**config.mk**
```make
export PLATFORM = sky130hd
export DESIGN_NAME = reset_conditioner
export DESIGN_NICKNAME = d
export VERILOG_FILES = /design/src/rtl/reset_conditioner_pkg.sv /design/src/rtl/reset_conditioner_sync2.sv /design/src/rtl/reset_conditioner.sv
export SDC_FILE = /design/constraint.sdc
export NUM_CORES = 1
export LEC_CHECK = 0
export BUFFER_PORTS_ARGS = -buffer_cell sky130_fd_sc_hd__buf_2
export CAP_MARGIN = 20
export CELL_PAD_IN_SITES_DETAIL_PLACEMENT = 2
export CELL_PAD_IN_SITES_GLOBAL_PLACEMENT = 2
export CORE_ASPECT_RATIO = 0.5
export CORE_MARGIN = 10
export CORE_UTILIZATION = 39
export CTS_BUF_LIST = sky130_fd_sc_hd__clkbuf_8
export CTS_CLUSTER_SIZE = 10
export DETAILED_ROUTE_END_ITERATION = 7
export GPL_TIMING_DRIVEN = 0
export PLACE_DENSITY = 0.85
export SYNTH_ARGS = -nofsm -noshare
export SYNTH_HDL_FRONTEND = slang
export SYNTH_HIERARCHICAL = 1
export SYNTH_SLANG_ARGS = --single-unit
```
**constraint.sdc**
```tcl
create_clock -name iCLK -period 7.32 [get_ports iCLK]
set_clock_uncertainty 0.2 [all_clocks]
set_input_delay 1.098 -clock iCLK [delete_from_list [all_inputs] [get_ports iCLK]]
set_output_delay 1.098 -clock iCLK [all_outputs]
set_load 0.1 [all_outputs]
```
**src/rtl/reset_conditioner_pkg.sv**
```systemverilog
// reset_conditioner_pkg: shared types for the reset conditioner.
// FSM states, reset cause codes and a sizing helper.
package reset_conditioner_pkg;

  typedef enum logic [1:0] {
    IDLE,
    DEBOUNCE,
    HOLD,
    WAIT_REL
  } state_t;

  localparam logic [1:0] CAUSE_POR = 2'b00;
  localparam logic [1:0] CAUSE_KEY = 2'b01;
  localparam logic [1:0] CAUSE_WDT = 2'b10;

  function automatic int max2(
    input int a,
    input int b
  );
    return (a > b) ? a : b;
  endfunction

endpackage

```
**src/rtl/reset_conditioner_sync2.sv**
```systemverilog
// sync2: two-flop synchronizer for one asynchronous level.
// Both flops load RST_VAL while iRST is low.
module sync2
  import reset_conditioner_pkg::*;
#(
  parameter logic RST_VAL = 1'b1
) (
  input  logic iCLK,
  input  logic iRST,
  input  logic d,
  output logic q
);

  logic meta;

  // capture the raw level, then re-register it
  always_ff @(posedge iCLK or negedge iRST) begin
    if (!iRST) begin
      meta <= RST_VAL;
      q    <= RST_VAL;
    end else begin
      meta <= d;
      q    <= meta;
    end
  end

endmodule

```
**src/rtl/reset_conditioner.sv**
```systemverilog
// reset_conditioner: debounced key (and optional watchdog) to a clean reset.
// Watchdog built only with RESET_CONDITIONER_WATCHDOG_EN defined.
module reset_conditioner
  import reset_conditioner_pkg::*;
#(
  parameter int DEBOUNCE_CYC = 1000000,
  parameter int PULSE_CYC    = 16,
  parameter int WDT_CYC      = 50000000
) (
  input  logic       iCLK,
  input  logic       iRST,
  input  logic       iKEY,
  input  logic       iHEARTBEAT,
  output logic       oRST_N,
  output logic       oRST_REQ,
  output logic [1:0] oCAUSE
);

  localparam int CW =
    $clog2(max2(DEBOUNCE_CYC, PULSE_CYC) + 1);
  localparam logic [CW-1:0] DEB_LAST =
    CW'(DEBOUNCE_CYC - 1);
  localparam logic [CW-1:0] PUL_LAST =
    CW'(PULSE_CYC - 1);

  state_t        state;
  state_t        state_nxt;
  logic [CW-1:0] cnt;
  logic [CW-1:0] cnt_nxt;
  logic [1:0]    cause_nxt;
  logic          req_nxt;
  logic          key_s;
  logic          wdt_exp;

  sync2 #(
    .RST_VAL(1'b1)
  ) u_key_sync (
    .iCLK (iCLK),
    .iRST (iRST),
    .d    (iKEY),
    .q    (key_s)
  );

`ifdef RESET_CONDITIONER_WATCHDOG_EN
  localparam int WW = $clog2(WDT_CYC + 1);
  localparam logic [WW-1:0] WDT_LAST =
    WW'(WDT_CYC - 1);

  logic          hb_s;
  logic          hb_q;
  logic          hb_edge;
  logic          wdt_run;
  logic [WW-1:0] wdt;

  sync2 #(
    .RST_VAL(1'b1)
  ) u_hb_sync (
    .iCLK (iCLK),
    .iRST (iRST),
    .d    (iHEARTBEAT),
    .q    (hb_s)
  );

  assign hb_edge = hb_s ^ hb_q;
  assign wdt_run = (state == IDLE) ||
                   (state == DEBOUNCE);
  assign wdt_exp = wdt_run && !hb_edge &&
                   (wdt == WDT_LAST);

  // heartbeat edge detect and timeout counter
  always_ff @(posedge iCLK or negedge iRST) begin
    if (!iRST) begin
      hb_q <= 1'b1;
      wdt  <= '0;
    end else begin
      hb_q <= hb_s;
      if (!wdt_run || hb_edge) begin
        wdt <= '0;
      end else if (wdt != WDT_LAST) begin
        wdt <= wdt + WW'(1);
      end
    end
  end
`else
  logic unused_hb;

  assign unused_hb = iHEARTBEAT;
  assign wdt_exp   = 1'b0;
`endif

  // next state, shared counter and output values
  always_comb begin
    state_nxt = state;
    cnt_nxt   = cnt;
    cause_nxt = oCAUSE;
    req_nxt   = 1'b0;
    unique case (state)
      IDLE: begin
        if (!key_s) begin
          state_nxt = DEBOUNCE;
        end else if (wdt_exp) begin
          state_nxt = HOLD;
          cause_nxt = CAUSE_WDT;
          req_nxt   = 1'b1;
        end
      end
      DEBOUNCE: begin
        if (key_s) begin
          state_nxt = IDLE;
        end else if (cnt == DEB_LAST) begin
          state_nxt = HOLD;
          cause_nxt = CAUSE_KEY;
          req_nxt   = 1'b1;
        end else if (wdt_exp) begin
          state_nxt = HOLD;
          cause_nxt = CAUSE_WDT;
          req_nxt   = 1'b1;
        end else begin
          cnt_nxt = cnt + CW'(1);
        end
      end
      HOLD: begin
        if (cnt == PUL_LAST) begin
          state_nxt = WAIT_REL;
        end else begin
          cnt_nxt = cnt + CW'(1);
        end
      end
      WAIT_REL: begin
        if (!key_s) begin
          cnt_nxt = '0;
        end else if (cnt == DEB_LAST) begin
          state_nxt = IDLE;
        end else begin
          cnt_nxt = cnt + CW'(1);
        end
      end
      default: begin
        state_nxt = HOLD;
      end
    endcase
    if (state_nxt != state) begin
      cnt_nxt = '0;
    end
  end

  // state, counter and registered outputs
  always_ff @(posedge iCLK or negedge iRST) begin
    if (!iRST) begin
      state    <= HOLD;
      cnt      <= '0;
      oRST_N   <= 1'b0;
      oRST_REQ <= 1'b0;
      oCAUSE   <= CAUSE_POR;
    end else begin
      state    <= state_nxt;
      cnt      <= cnt_nxt;
      oRST_N   <= (state_nxt != HOLD);
      oRST_REQ <= req_nxt;
      oCAUSE   <= cause_nxt;
    end
  end

endmodule

```
==> results, run 1 <==
- In this run the static leakage power is 0.786 nW.
- The number of inserted filler cells in the final layout is 494.
- Row generation in the floorplan step produced 17 rows.
- The number of CTS-inserted buffers is 3.
- The hold buffer count at CTS is 0.
- The ratio of final minimum period to clock period is 43.2%.
- Cells with a size suffix above 1 make up 17.9% of the layout.
- The final setup TNS is 0 ns.
- The worst-case IR drop observed on VDD is 0.0000952 V.
- The maximum cell stage delay along the critical path is 0.48 ns.
- Setup repair after global routing left no endpoint under its margin.
- Summing all flip-flop and latch instances after layout gives 679 µm².
- The placeable core region is 0.00453 mm².
- STA classifies the critical path startpoint as a flip-flop.
- In this run the worst path has a maximum fanout of 10.
- The initial cell density of the core is 41.5%.
- The number of iterations in the first detailed-routing pass is 4.
- After detailed routing, the number of vias per cell comes to 5.92.
- The highest-delay cell along the critical path is sky130_fd_sc_hd__dfrtp_1.
- Of the post-synthesis cell area, the dominant cell type holds 31.9%.
- The total number of H-tree levels is 1.
- The number of antenna-violating nets in the routed design is 0.
- After detailed routing, the number of remaining DRC violations is 0.
- The instance count of the mapped netlist is 214.
- For this block, the initial DRC count from the detailed router was 100.
- The die covers 0.00817 mm².
- After synthesis, the share of flip-flops with an asynchronous set or reset is 100%.
- Once the clock tree was built, the setup fixing pass inserted 0 buffers.
- From synthesis to final layout, the design area changed by 8.18%.
- The count of final max-slew check failures was 0.
- In this run the deepest clock path goes through 2 buffers.
- In the synthesized netlist, the cells that appear most often are sky130_fd_sc_hd__dfrtp_1 (24), sky130_fd_sc_hd__nor2_1 (24), sky130_fd_sc_hd__o21ai_0 (20), sky130_fd_sc_hd__a21oi_1 (18), sky130_fd_sc_hd__nand2_1 (14).
- The routed layout has 1710 vias.
- By area the synthesized netlist is led by sky130_fd_sc_hd__dfrtp_1 (32%), sky130_fd_sc_hd__o21ai_0 (5.3%), sky130_fd_sc_hd__a21oi_1 (4.8%).
- The worst setup path is captured at a flip-flop.
- The synthesized design contains 0 enable-type register cells.
- The vertical die dimension is 69.1 µm.
- The worst setup slack after layout is 4.15 ns.
- The number of gates resized after cts is 0.
- The synthesis warning total is 6.
- The flow ran to the end, and the final reports show no timing, DRC or antenna violations.
- OpenSTA, run right after detailed placement, puts the worst setup slack at 4.20 ns.
- The total of buffers placed on input and output ports is 5.
- The final critical delay including setup and external delays is 3.17 ns.
- Counting both buffers and inverters, the worst setup path holds a total of 3.
- The final hold violation count is 0.
- In the final design database the tool counted 233 nets.
- The total area of multi-input combinational cells is 0.00106 mm².
- By startpoint and endpoint, the worst setup path is classified as reg -> reg.
- In this run the horizontal extent of the chip is 118 µm.
- The critical path's top delay family is simple AND/OR/NAND/NOR gates.
- The clock-pin slew on the worst setup and hold paths is 0.10 ns.
- Summed over all nets, the half-perimeter wirelength after detailed placement is 3990 µm.
- The critical path goes through inv_1 -> ha_1 -> buf_12 -> nor4b_1 -> nand4b_1 -> o21bai_1 -> clkbuf_1 -> nor2_1 -> a22oi_1 -> nor2_1.
- The root buffer cell chosen for the clock tree is sky130_fd_sc_hd__clkbuf_8.
- The I/O pin count is 8.
- Summed over all layers, the global routing overflow is 0.
- For this run, the leading register cell type out of synthesis is sky130_fd_sc_hd__dfrtp_1.
- The total power of the final layout is 0.463 mW.
- A synthesized cell averages 8.79 µm².
- TritonCTS built the clock tree.
- The number of max-cap violations is 0.
- The insertion delay to the later sink of the worst-skew pair is 0.28 ns.
- The share of the Yosys chip area taken by registers is 36.1%.
- The net count after synthesis is 223.
- The maximum number of pins on one net before global-route repair is 28.
- The aggregate routed wire length is 5640 µm.
- The worst min-delay path category is reg -> reg.
- The first global-routing pass estimated 9760 µm of wire.
- The aggregate global-route resource usage is 14.2%.
- The worst slew slack as a fraction of its limit is 47.2%.
- For the worst setup path, the data required time is 7.29 ns.
- The cell type with the highest aggregate area in the netlist is sky130_fd_sc_hd__dfrtp_1.
- At the end of routability-driven placement, the weighted congestion stood at 0.809.
- The actual transition at the worst max-transition pin is 0.786 ns.
- The total clock sinks is 27.
- After synthesis the netlist holds a flip-flop and latch count of 27.
- The most prevalent standard cell on the critical path is sky130_fd_sc_hd__nor2_1.
- In this run the cell area of the synthesized design comes to 0.00188 mm².
- STA puts the critical path data arrival time at 3.14 ns.
- The areal power density over the cells is 227 mW/mm².
- Dividing the detail-routed wire length by the instance count gives 19.5 µm.
- The synthesized netlist contains 60 unique library cells.
- The number of global-route vias before repair is 1811.
- Timing would allow up to 316 MHz.
- The initial antenna violation count was 0.
- The repair_antennas step left the layout with diodes totalling 0.
- The final-report setup violation count is 0.
[routing by layer]
layer / track usage [%] / wire length [µm] / vias to the layer above / share of wire, %
met5: 0 / 0 / - / 0
met4: 2.70 / 57 / 0 / 1.0
met3: 3.08 / 160 / 6 / 2.8
met2: 22.8 / 2570 / 18 / 46
met1: 19.1 / 2850 / 878 / 51
li1: - / - / 808 / -
[report_power, final]
part           switching [mW]  leakage, nW  internal [mW]  total, mW
registers              0.0127        0.359          0.158      0.170
clock network          0.0515       0.0255         0.0383     0.0898
logic                   0.132        0.402         0.0710      0.203
total                   0.196        0.786          0.267      0.463
[kinds of logic (layout without fill, tap and decap cells)]
logic type / after synthesis / in the layout / share of synthesized area, %
and+or+nand+nor: 100 / 100 / 29.8
other: 1 / 1 / 0.199
AOI/OAI and AO/OA: 61 / 61 / 21.6
DFF: 27 / 27 / 36.1
buffers and inverters: 17 / 26 / 7.38
adders and majority gates: 5 / 5 / 3.33
muxes: 3 / 3 / 1.60
[path summary, 6_finish.rpt]
path	startpoint	cells after the start	endpoint	slack, ns
worst max-delay path	state[0]	10	cnt[1]	4.15
max in group asynchronous	iRST	1	cnt[10]	5.85
min in group asynchronous	iRST	1	cnt[15]	0.64
worst min register to register	u_key_sync/meta	0	u_key_sync/q	0.17
worst max register to register	state[0]	10	cnt[1]	4.15
worst min-delay path	u_key_sync/meta	0	u_key_sync/q	0.17
[metrics by stage]
stage	util (%)	instances	hold slack (ns)	cell area, µm²
finish	44.9	289	0.171	2030
global route	44.9	289	0.176	2030
CTS	44.9	289	0.168	2030
detailed placement	43.9	285	0.153	1990
global placement	43.9	285	0.147	1990
floorplan	-	214	0.145	1880
[final cells by class]
cell class                 count  area share, %
multi-input combinational    170           52.2
clock buffer                   3           2.03
clock inverter                 1          0.246
sequential                    27           33.4
buffer                        13           6.09
inverter                       4          0.738
timing repair buffer           5           1.23
tap                           66           4.06
[sequential cells by signal, summed over array words and instances (netlist names)]
name,cells
cnt,20
oCAUSE,1
oRST_N,1
oRST_REQ,1
state,2
u_key_sync/meta,1
u_key_sync/q,1
[placed cells by master, fill, tap and decap left out, types with 5 or more instances in the layout]
cell type,count
sky130_fd_sc_hd__nor2_1,24
sky130_fd_sc_hd__o21ai_0,20
sky130_fd_sc_hd__ha_1,5
sky130_fd_sc_hd__dfrtp_1,24
sky130_fd_sc_hd__a21oi_1,18
sky130_fd_sc_hd__clkbuf_8,5
sky130_fd_sc_hd__buf_2,6
sky130_fd_sc_hd__nor3_1,12
sky130_fd_sc_hd__nand3_1,6
sky130_fd_sc_hd__nand2_1,14
sky130_fd_sc_hd__nand4_1,7
Note: power is estimated with default switching activity, not from simulation.
==> run 2, diff against run 1 <==
Settings changed: CORE_UTILIZATION 39 to 36, PLACE_DENSITY 0.85 to 0.83.
Clock period 7.32 ns to 2.55 ns, I/O delays scaled along.
==> results, run 2 (synthesis results as in run 1) <==
- The final estimated routing congestion in global placement is 0.765 (-5.5%).
- Relative to the synthesized area, the layout overhead comes to 27.3%.
- The reg-to-reg startpoint is cnt[10].
- The violation count after the first detailed-routing iteration came to 139 (+39%).
- The routed via count is 1926 (+13%).
- The number of cells in the design after placement is 289 (+1.4%).
- The most common cell after layout, fill and taps aside is sky130_fd_sc_hd__nor2_1.
- The cell internal power dissipation is 0.943 mW (+250%).
- The final routed DRC violation total came to 0 (unchanged).
- The number of antenna-violating nets in the routed design came to 0 (unchanged).
- The final reports fail on setup timing.
- The register name with the most flops is cnt.
- The worst ir drop on vdd came to 0.000361 V (+280%).
- The total number of H-tree levels was 1 (unchanged).
- The static leakage came to 0.926 nW (+18%).
- The worst min-delay path category is reg -> reg.
- The initial antenna violation count came to 0 (unchanged).
- The maximum cell stage delay along the critical path was 0.58 ns (+0.10 ns).
- The worst setup path is captured at a flip-flop.
- The critical path class is reg -> reg.
- The maximum number of pins on one net before global-route repair is 28 (unchanged).
- The final critical delay including setup and external delays was 2.68 ns (-0.486 ns).
- CTS placed an instance of sky130_fd_sc_hd__clkbuf_8 at the clock tree root.
- The top cell types in the final layout, fill and taps aside, are sky130_fd_sc_hd__nor2_1 (23), sky130_fd_sc_hd__buf_4 (20), sky130_fd_sc_hd__dfrtp_1 (20).
- The wire length per cell is 25.0 µm (+28%).
- The count of final max-slew check failures came to 0 (unchanged).
- Setup repair after global routing could not meet its margin everywhere.
- The largest registers in the layout are cnt: 20 flops, state: 2 flops.
- The highest-delay cell along the critical path is sky130_fd_sc_hd__or4_4.
- The share of power burned in combinational logic is 55.1% (+11 points).
- The final hold violation count came to 0 (unchanged).
- The area of the die is 0.00869 mm² (+6.4%).
- The wire length of the first global-routing pass is 11900 µm (+22%).
- The actual transition at the worst max-transition pin is 0.638 ns (-0.148 ns).
- The number of iterations in the first detailed-routing pass is 4 (unchanged).
- The switching portion of total power came to 42.5% (+0.22 points).
- The vertical die dimension is 71.1 µm (+2.9%).
- The areal power density over the cells is 686 mW/mm² (+200%).
- The final-report setup violation count is 20 (+20).
- TritonCTS built the clock tree.
- The summed area of non-filler cells in the final layout came to 0.00239 mm² (+18%).
- The largest fanout on the critical path came to 5 (-5).
- The number of max-cap violations was 0 (unchanged).
- The width of the die is 122 µm (+3.4%).
- The row count was 18 (+1).
- The proportion of layout cells with a drive suffix above 1 is 35.2% (+17 points).
- The fmax is 373 MHz (+18%).
- The total clock sinks is 27 (unchanged).
- The via density per instance came to 6.13 (+3.7%).
- The flip-flop count of the largest register, all copies and words added is 20 (unchanged).
- The sort of element at the start of the critical path is a flip-flop.
- In this run the most critical hold path is launched from u_key_sync/meta.
- The origin of the worst setup path is cnt[10].
- The I/O pin count is 8 (unchanged).
- The aggregate global routing overflow is 0 (unchanged).
- The count of non-filler cells in the finished layout is 314 (+8.7%).
- The signal on the critical path passes through or4_4 -> or3_4 -> a2111oi_4 -> or2_4 -> buf_12 -> nor2_4 -> nor3_2.
- The half-perimeter wire length after detailed placement is 4310 µm (+7.9%).
- The clock-pin slew on the worst setup and hold paths is 0.10 ns (about the same).
- The power dissipated by switching net loads is 0.699 mW (+260%).
- The aggregate routed wire length is 7860 µm (+39%).
- The ratio of final minimum period to clock period was 105% (+62 points).
- The share of the core filled with cells was 48.1% (+3.2 points).
- The run finished, with violations left.
- The aggregate global-route resource usage is 17.1% (+2.9 points).
- The post-detailed-placement cell area was 0.00199 mm² (+0.25%).
- The net count reported at finish is 254 (+9.0%).
- The share of total power in sequential cells is 29.3% (-7.5 points).
- The initial cell density of the core came to 37.8% (-3.7 points).
- The pre-CTS setup slack is -0.473 ns (-4.68 ns).
- The relative contribution of the clock network to total power is 15.5% (-3.9 points).
- The antenna diode count was 0 (unchanged).
- The number of inserted filler cells in the final layout is 525 (+6.3%).
- The placeable core region is 0.00498 mm² (+9.9%).
- The number of CTS-inserted buffers is 3 (unchanged).
- The buffer levels on the longest clock path is 2 (unchanged).
- The total of buffers placed on input and output ports is 5 (unchanged).
- The number of global-route vias before repair is 2150 (+19%).
- The worst setup slack after layout is -0.129 ns (-4.28 ns).
- The worst slew slack as a fraction of its limit is 57.5% (+10 points).
- The insertion delay to the later sink of the worst-skew pair is 0.28 ns (about the same).
- The arrival time at the worst endpoint came to 2.68 ns (-0.46 ns).
- The worst path required time is 2.55 ns (-4.74 ns).
-- run 2: cell count changes in the layout (fill, tap and decap cells not counted), moves of 3 or more --
cell                      before  now
sky130_fd_sc_hd__dfrtp_1      24   20
sky130_fd_sc_hd__ha_2          0    4
sky130_fd_sc_hd__a21oi_2       1    4
sky130_fd_sc_hd__a21oi_1      18   14
sky130_fd_sc_hd__buf_4         2   20
sky130_fd_sc_hd__ha_1          5    1
sky130_fd_sc_hd__dfrtp_2       0    4
-- run 2: final cells by class --
type	instances	area (µm²)	share of cell area, %
Clock inverter	1	3.75	0.157
Clock buffer	3	41.3	1.72
Tap cell	70	87.6	3.66
Inverter	4	15.0	0.627
Multi-Input combinational cell	170	1220	50.8
Timing Repair Buffer	28	220	9.20
Sequential cell	27	684	28.6
Buffer	11	125	5.22
-- run 2: routing by layer --
layer	vias to the layer above	global-route usage [%]	part of all wire [%]
met2	59	30.5	49
met3	30	3.25	4.6
li1	851	-	-
met5	-	0	0
met1	986	20.4	42
met4	0	5.45	4.4
-- run 2: final timing paths --
path                                 to  slack (ns)  depth (start not counted)
hold reg to reg            u_key_sync/q        0.18                          0
hold / removal             u_key_sync/q        0.18                          0
max in group asynchronous      state[0]        1.24                          2
setup reg to reg                 cnt[4]       -0.13                          7
min in group asynchronous        cnt[1]        0.44                          2
setup / recovery                 cnt[4]       -0.13                          7
-- run 2: power by group through the flow --
stage | clock network [mW] | logic (mW) | registers, mW
2_1_floorplan | 0 | 0.413 | 0.486
3_3_place_gp | 0 | 0.561 | 0.495
3_5_place_dp | 0 | 0.586 | 0.498
4_1_cts | 0.258 | 0.736 | 0.486
5_1_grt | 0.279 | 0.962 | 0.485
6_report | 0.255 | 0.905 | 0.482
-- run 2: through the flow --
step	hold slack, ns	TNS (ns)	power, mW
2_1_floorplan	-0.113	0	0.899
3_3_place_gp	0.146	-4.40	1.06
3_5_place_dp	0.153	-5.83	1.08
4_1_cts	0.167	-2.68	1.48
5_1_grt	0.179	-3.19	1.73
6_report	0.176	-1.74	1.64
-- run 2: critical path: cells and delay by family, from the launching register on --
family                 cells  cell delay (ns)
AOI/OAI and AO/OA          1             0.39
buffers and inverters      1             0.14
DFF                        1             0.44
and+or+nand+nor            5             1.43
-- run 2: repair_timing --
item / 4_1_cts / 5_1_grt
hold buffers: 2 / 0
resized for setup: 20 / 27
cloned: 3 / 0
hold endpoints to repair: 25 / 0
buffers inserted: 13 / 5
pin swaps: 14 / 20
setup endpoints to repair: 21 / 22
==> run 3, diff against run 2 <==
Settings changed: SYNTH_HIERARCHICAL 1 to unset.
==> results, run 3 <==
- Setup repair after global routing could not meet its margin everywhere.
- The synthesis warning total is 0 (-6).
- The vertical die dimension is 71.1 µm (about the same).
- The number of iterations in the first detailed-routing pass is 5 (+1).
- The clock tree root driver cell is sky130_fd_sc_hd__clkbuf_8.
- The sort of element at the start of the critical path is a flip-flop.
- The worst slew slack as a fraction of its limit was 54.2% (-3.3 points).
- The critical path class is reg -> reg.
- The power dissipated by switching net loads is 1.38 mW (+97%).
- The insertion delay to the later sink of the worst-skew pair is 0.29 ns (about the same).
- The worst ir drop on vdd is 0.000791 V (+120%).
- The final setup TNS was -2.43 ns (-0.691 ns).
- The final hold violation count is 0 (unchanged).
- The final critical delay including setup and external delays is 2.69 ns (+0.0110 ns).
- The area of the die came to 0.00868 mm² (-0.16%).
- After synthesis, the cell types taking the most area are sky130_fd_sc_hd__dfrtp_1 (32%), sky130_fd_sc_hd__nor2_1 (6.4%), sky130_fd_sc_hd__a21oi_1 (6.1%).
- The run finished, with violations left.
- The routing usage on met1 is 23.6% (+3.3 points).
- The violation count after the first detailed-routing iteration came to 247 (+78%).
- The top cell types in the final layout, fill and taps aside, are sky130_fd_sc_hd__dfrtp_1 (22), sky130_fd_sc_hd__nor2_1 (21), sky130_fd_sc_hd__a21oi_1 (18).
- The count of final max-slew check failures was 0 (unchanged).
- The switching portion of total power is 52.2% (+9.6 points).
- The most instantiated library cell after synthesis is sky130_fd_sc_hd__nor2_1.
- The adder-cell area share of the yosys netlist came to 3.33% (+0.0067 points).
- The layout overhead on the synthesized area is 27.8%.
- The xor and xnor area share after synthesis is 0% (unchanged).
- The worst path required time was 2.52 ns (-0.03 ns).
- The fmax came to 372 MHz (-0.41%).
- By area, the combinational part of the netlist is dominated by simple AND/OR/NAND/NOR gates.
- The total clock sinks is 27 (unchanged).
- The fraction of synthesized area in multiplexers came to 1.60% (+0.0032 points).
- The via density per instance is 6.48 (+5.6%).
- The maximum number of pins on one net before global-route repair came to 28 (unchanged).
- The number of storage elements in the synthesis netlist is 27 (unchanged).
- The width of the die was 122 µm (about the same).
- The register name with the most flops is cnt.
- The actual transition at the worst max-transition pin is 0.687 ns (+0.0493 ns).
- Leaving out fill and tap cells, the most frequent cell in the layout is sky130_fd_sc_hd__dfrtp_1.
- The post-synthesis cell area is 0.00188 mm² (-0.20%).
- The checks that failed: setup timing.
- The most heavily used metal layer in global routing is met2.
- The number of enable flip-flop cells after synthesis is 0 (unchanged).
- The total power of the final layout was 2.64 mW (+61%).
- The relative contribution of the clock network to total power is 10.1% (-5.4 points).
- The proportion of layout cells with a drive suffix above 1 is 39.0% (+3.8 points).
- The static leakage was 0.930 nW (+0.47%).
- The net count after synthesis came to 223 (unchanged).
- The wire length per cell is 28.8 µm (+15%).
- The cell internal power dissipation is 1.26 mW (+34%).
- The areal power density over the cells came to 1100 mW/mm² (+61%).
- The largest registers in the layout are cnt: 20 flops, state: 2 flops.
- The sequential cell area is 682 µm² (-0.37%).
- The number of antenna-violating nets in the routed design is 0 (unchanged).
- The met3 capacity usage during global routing is 4.83% (+1.6 points).
- The instance count of the mapped netlist came to 214 (unchanged).
- The cell type with the highest aggregate area in the netlist is sky130_fd_sc_hd__dfrtp_1.
- The routed via count is 2015 (+4.6%).
- The aggregate global-route resource usage is 18.5% (+1.3 points).
- The aggregate routed wire length is 8970 µm (+14%).
- The proportion of register bits with asynchronous set or reset after synthesis is 100% (unchanged).
- The clock-pin slew on the worst setup and hold paths is 0.10 ns (about the same).
- The arrival time at the worst endpoint was 2.66 ns (-0.02 ns).
- The half-perimeter wire length after detailed placement was 4250 µm (-1.3%).
- The number of CTS-inserted buffers is 3 (unchanged).
- The I/O pin count was 8 (unchanged).
- In the synthesized netlist the dominant register cell turns out to be sky130_fd_sc_hd__dfrtp_1.
- The largest fanout on the critical path is 5 (unchanged).
- The count of unique library cells instantiated by Yosys came to 56 (-6.7%).
- The share of total power in sequential cells is 20.2% (-9.1 points).
- The number of inserted filler cells in the final layout is 511 (-2.7%).
- The worst min-delay path category is reg -> reg.
- The flip-flop count of the largest register, all copies and words added is 20 (unchanged).
- The share of power burned in combinational logic is 69.7% (+15 points).
- The number of max-cap violations came to 0 (unchanged).
- The worst setup path is captured at a flip-flop.
- The total area of multi-input combinational cells was 0.00131 mm² (+7.3%).
- The wire length of the first global-routing pass is 12600 µm (+5.9%).
- The compound-gate portion of the synthesized area came to 21.2% (-0.36 points).
- The antenna diode count is 0 (unchanged).
- The final estimated routing congestion in global placement is 0.815 (+6.6%).
- The met2 usage was 30.5% (+0.059 points).
- The post-synthesis simple-gate area fraction is 32.1% (+2.3 points).
- The initial cell density of the core is 37.7% (-0.075 points).
- The total number of H-tree levels is 1 (unchanged).
- The net count reported at finish is 251 (-1.2%).
- The mean post-synth cell area is 8.77 µm² (-0.20%).
- The post-synthesis sequential area ratio was 36.2% (+0.072 points).
- The total of buffers placed on input and output ports is 5 (unchanged).
- The initial antenna violation count is 0 (unchanged).
- The buffer levels on the longest clock path is 2 (unchanged).
- The ratio of final minimum period to clock period is 106% (+0.43 points).
- The aggregate global routing overflow is 0 (unchanged).
- The placeable core region is 0.00498 mm² (unchanged).
- The row count is 18 (unchanged).
- TritonCTS built the clock tree.
- After synthesis, the most frequently instantiated cells are sky130_fd_sc_hd__nor2_1 (32), sky130_fd_sc_hd__dfrtp_1 (24), sky130_fd_sc_hd__a21oi_1 (23), sky130_fd_sc_hd__o21ai_0 (13).
- The final routed DRC violation total was 0 (unchanged).
- The worst setup slack after layout is -0.140 ns (-0.0110 ns).
- The final-report setup violation count is 20 (unchanged).
- The share of the synthesized area in the top cell type is 32.0% (+0.064 points).
- The number of global-route vias before repair came to 2051 (-4.6%).
run 3: changes by cell type in the layout (fill, tap and decap cells not counted), moves of 4 or more:
cell,before,now
sky130_fd_sc_hd__a21oi_1,14,18
sky130_fd_sc_hd__buf_4,20,16
sky130_fd_sc_hd__buf_6,2,7
sky130_fd_sc_hd__nand3_1,4,11
sky130_fd_sc_hd__nor2_2,1,6
sky130_fd_sc_hd__nor2_4,1,5
sky130_fd_sc_hd__nor3_1,11,7
sky130_fd_sc_hd__o21ai_0,19,12
run 3: cell families (layout without fill, tap and decap cells):
group,after synthesis,after routing
muxes,3,3
buffers and inverters,15,42
DFF,27,27
AOI/OAI and AO/OA,60,60
adders and majority gates,5,5
other,1,1
and+or+nand+nor,103,103
run 3: final cells by class:
cell class	instances	area share [%]
Tap cell	70	3.65
Clock inverter	1	0.156
Buffer	10	3.60
Multi-Input combinational cell	172	54.5
Clock buffer	3	1.72
Sequential cell	27	28.4
Timing Repair Buffer	23	7.20
Inverter	5	0.782
run 3: final timing paths:
check                                start            to  slack, ns  cells past startpoint
max                               state[1]       cnt[17]      -0.14                      8
min                        u_key_sync.meta  u_key_sync.q       0.17                      0
max reg2reg                       state[1]       cnt[17]      -0.14                      8
min reg2reg                u_key_sync.meta  u_key_sync.q       0.17                      0
max in group asynchronous             iRST        cnt[0]       1.20                      2
min in group asynchronous             iRST        oRST_N       0.48                      2
run 3: timing repair:
item	CTS	global route
endpoints found under the setup margin	20	21
pin swaps	6	17
buffers inserted	6	8
gates cloned	2	0
resized for setup	19	35
hold buffers	2	0
endpoints found under the hold margin	25	0
run 3: layer usage:
layer	part of all wire (%)	vias to the layer above
met5	0	-
li1	-	840
met1	44	1022
met4	3.3	0
met2	44	122
met3	8.6	31
run 3: worst max-delay path, stage by stage (launching register included):
cell	delay [ns]
sky130_fd_sc_hd__dfstp_2	0.62
sky130_fd_sc_hd__ha_4	0.17
sky130_fd_sc_hd__nor4b_4	0.23
sky130_fd_sc_hd__nand4_1	0.21
sky130_fd_sc_hd__or2_4	0.31
sky130_fd_sc_hd__o22a_4	0.24
sky130_fd_sc_hd__o221ai_4	0.30
sky130_fd_sc_hd__buf_6	0.20
sky130_fd_sc_hd__a21oi_1	0.07
run 3: stage by stage:
stage | util (%) | cell area [µm²] | hold slack (ns) | setup slack (ns) | std cells
after floorplan | - | 1880 | -0.113 | 0.115 | 214
after global placement | 40.0 | 1990 | 0.148 | -0.290 | 289
after detailed placement | 40.0 | 1990 | 0.150 | -0.420 | 289
after CTS | 44.2 | 2200 | 0.168 | 0.00567 | 303
after global routing | 48.2 | 2400 | 0.171 | -0.249 | 311
final | 48.2 | 2400 | 0.167 | -0.140 | 311
run 3: power by group through the flow:
stage / Clock, mW / Combinational [mW] / Sequential (mW)
4_1_cts: 0.265 / 1.40 / 0.530
2_1_floorplan: 0 / 0.741 / 0.569
3_5_place_dp: 0 / 1.11 / 0.533
5_1_grt: 0.282 / 1.90 / 0.538
6_report: 0.266 / 1.84 / 0.534
3_3_place_gp: 0 / 1.06 / 0.527
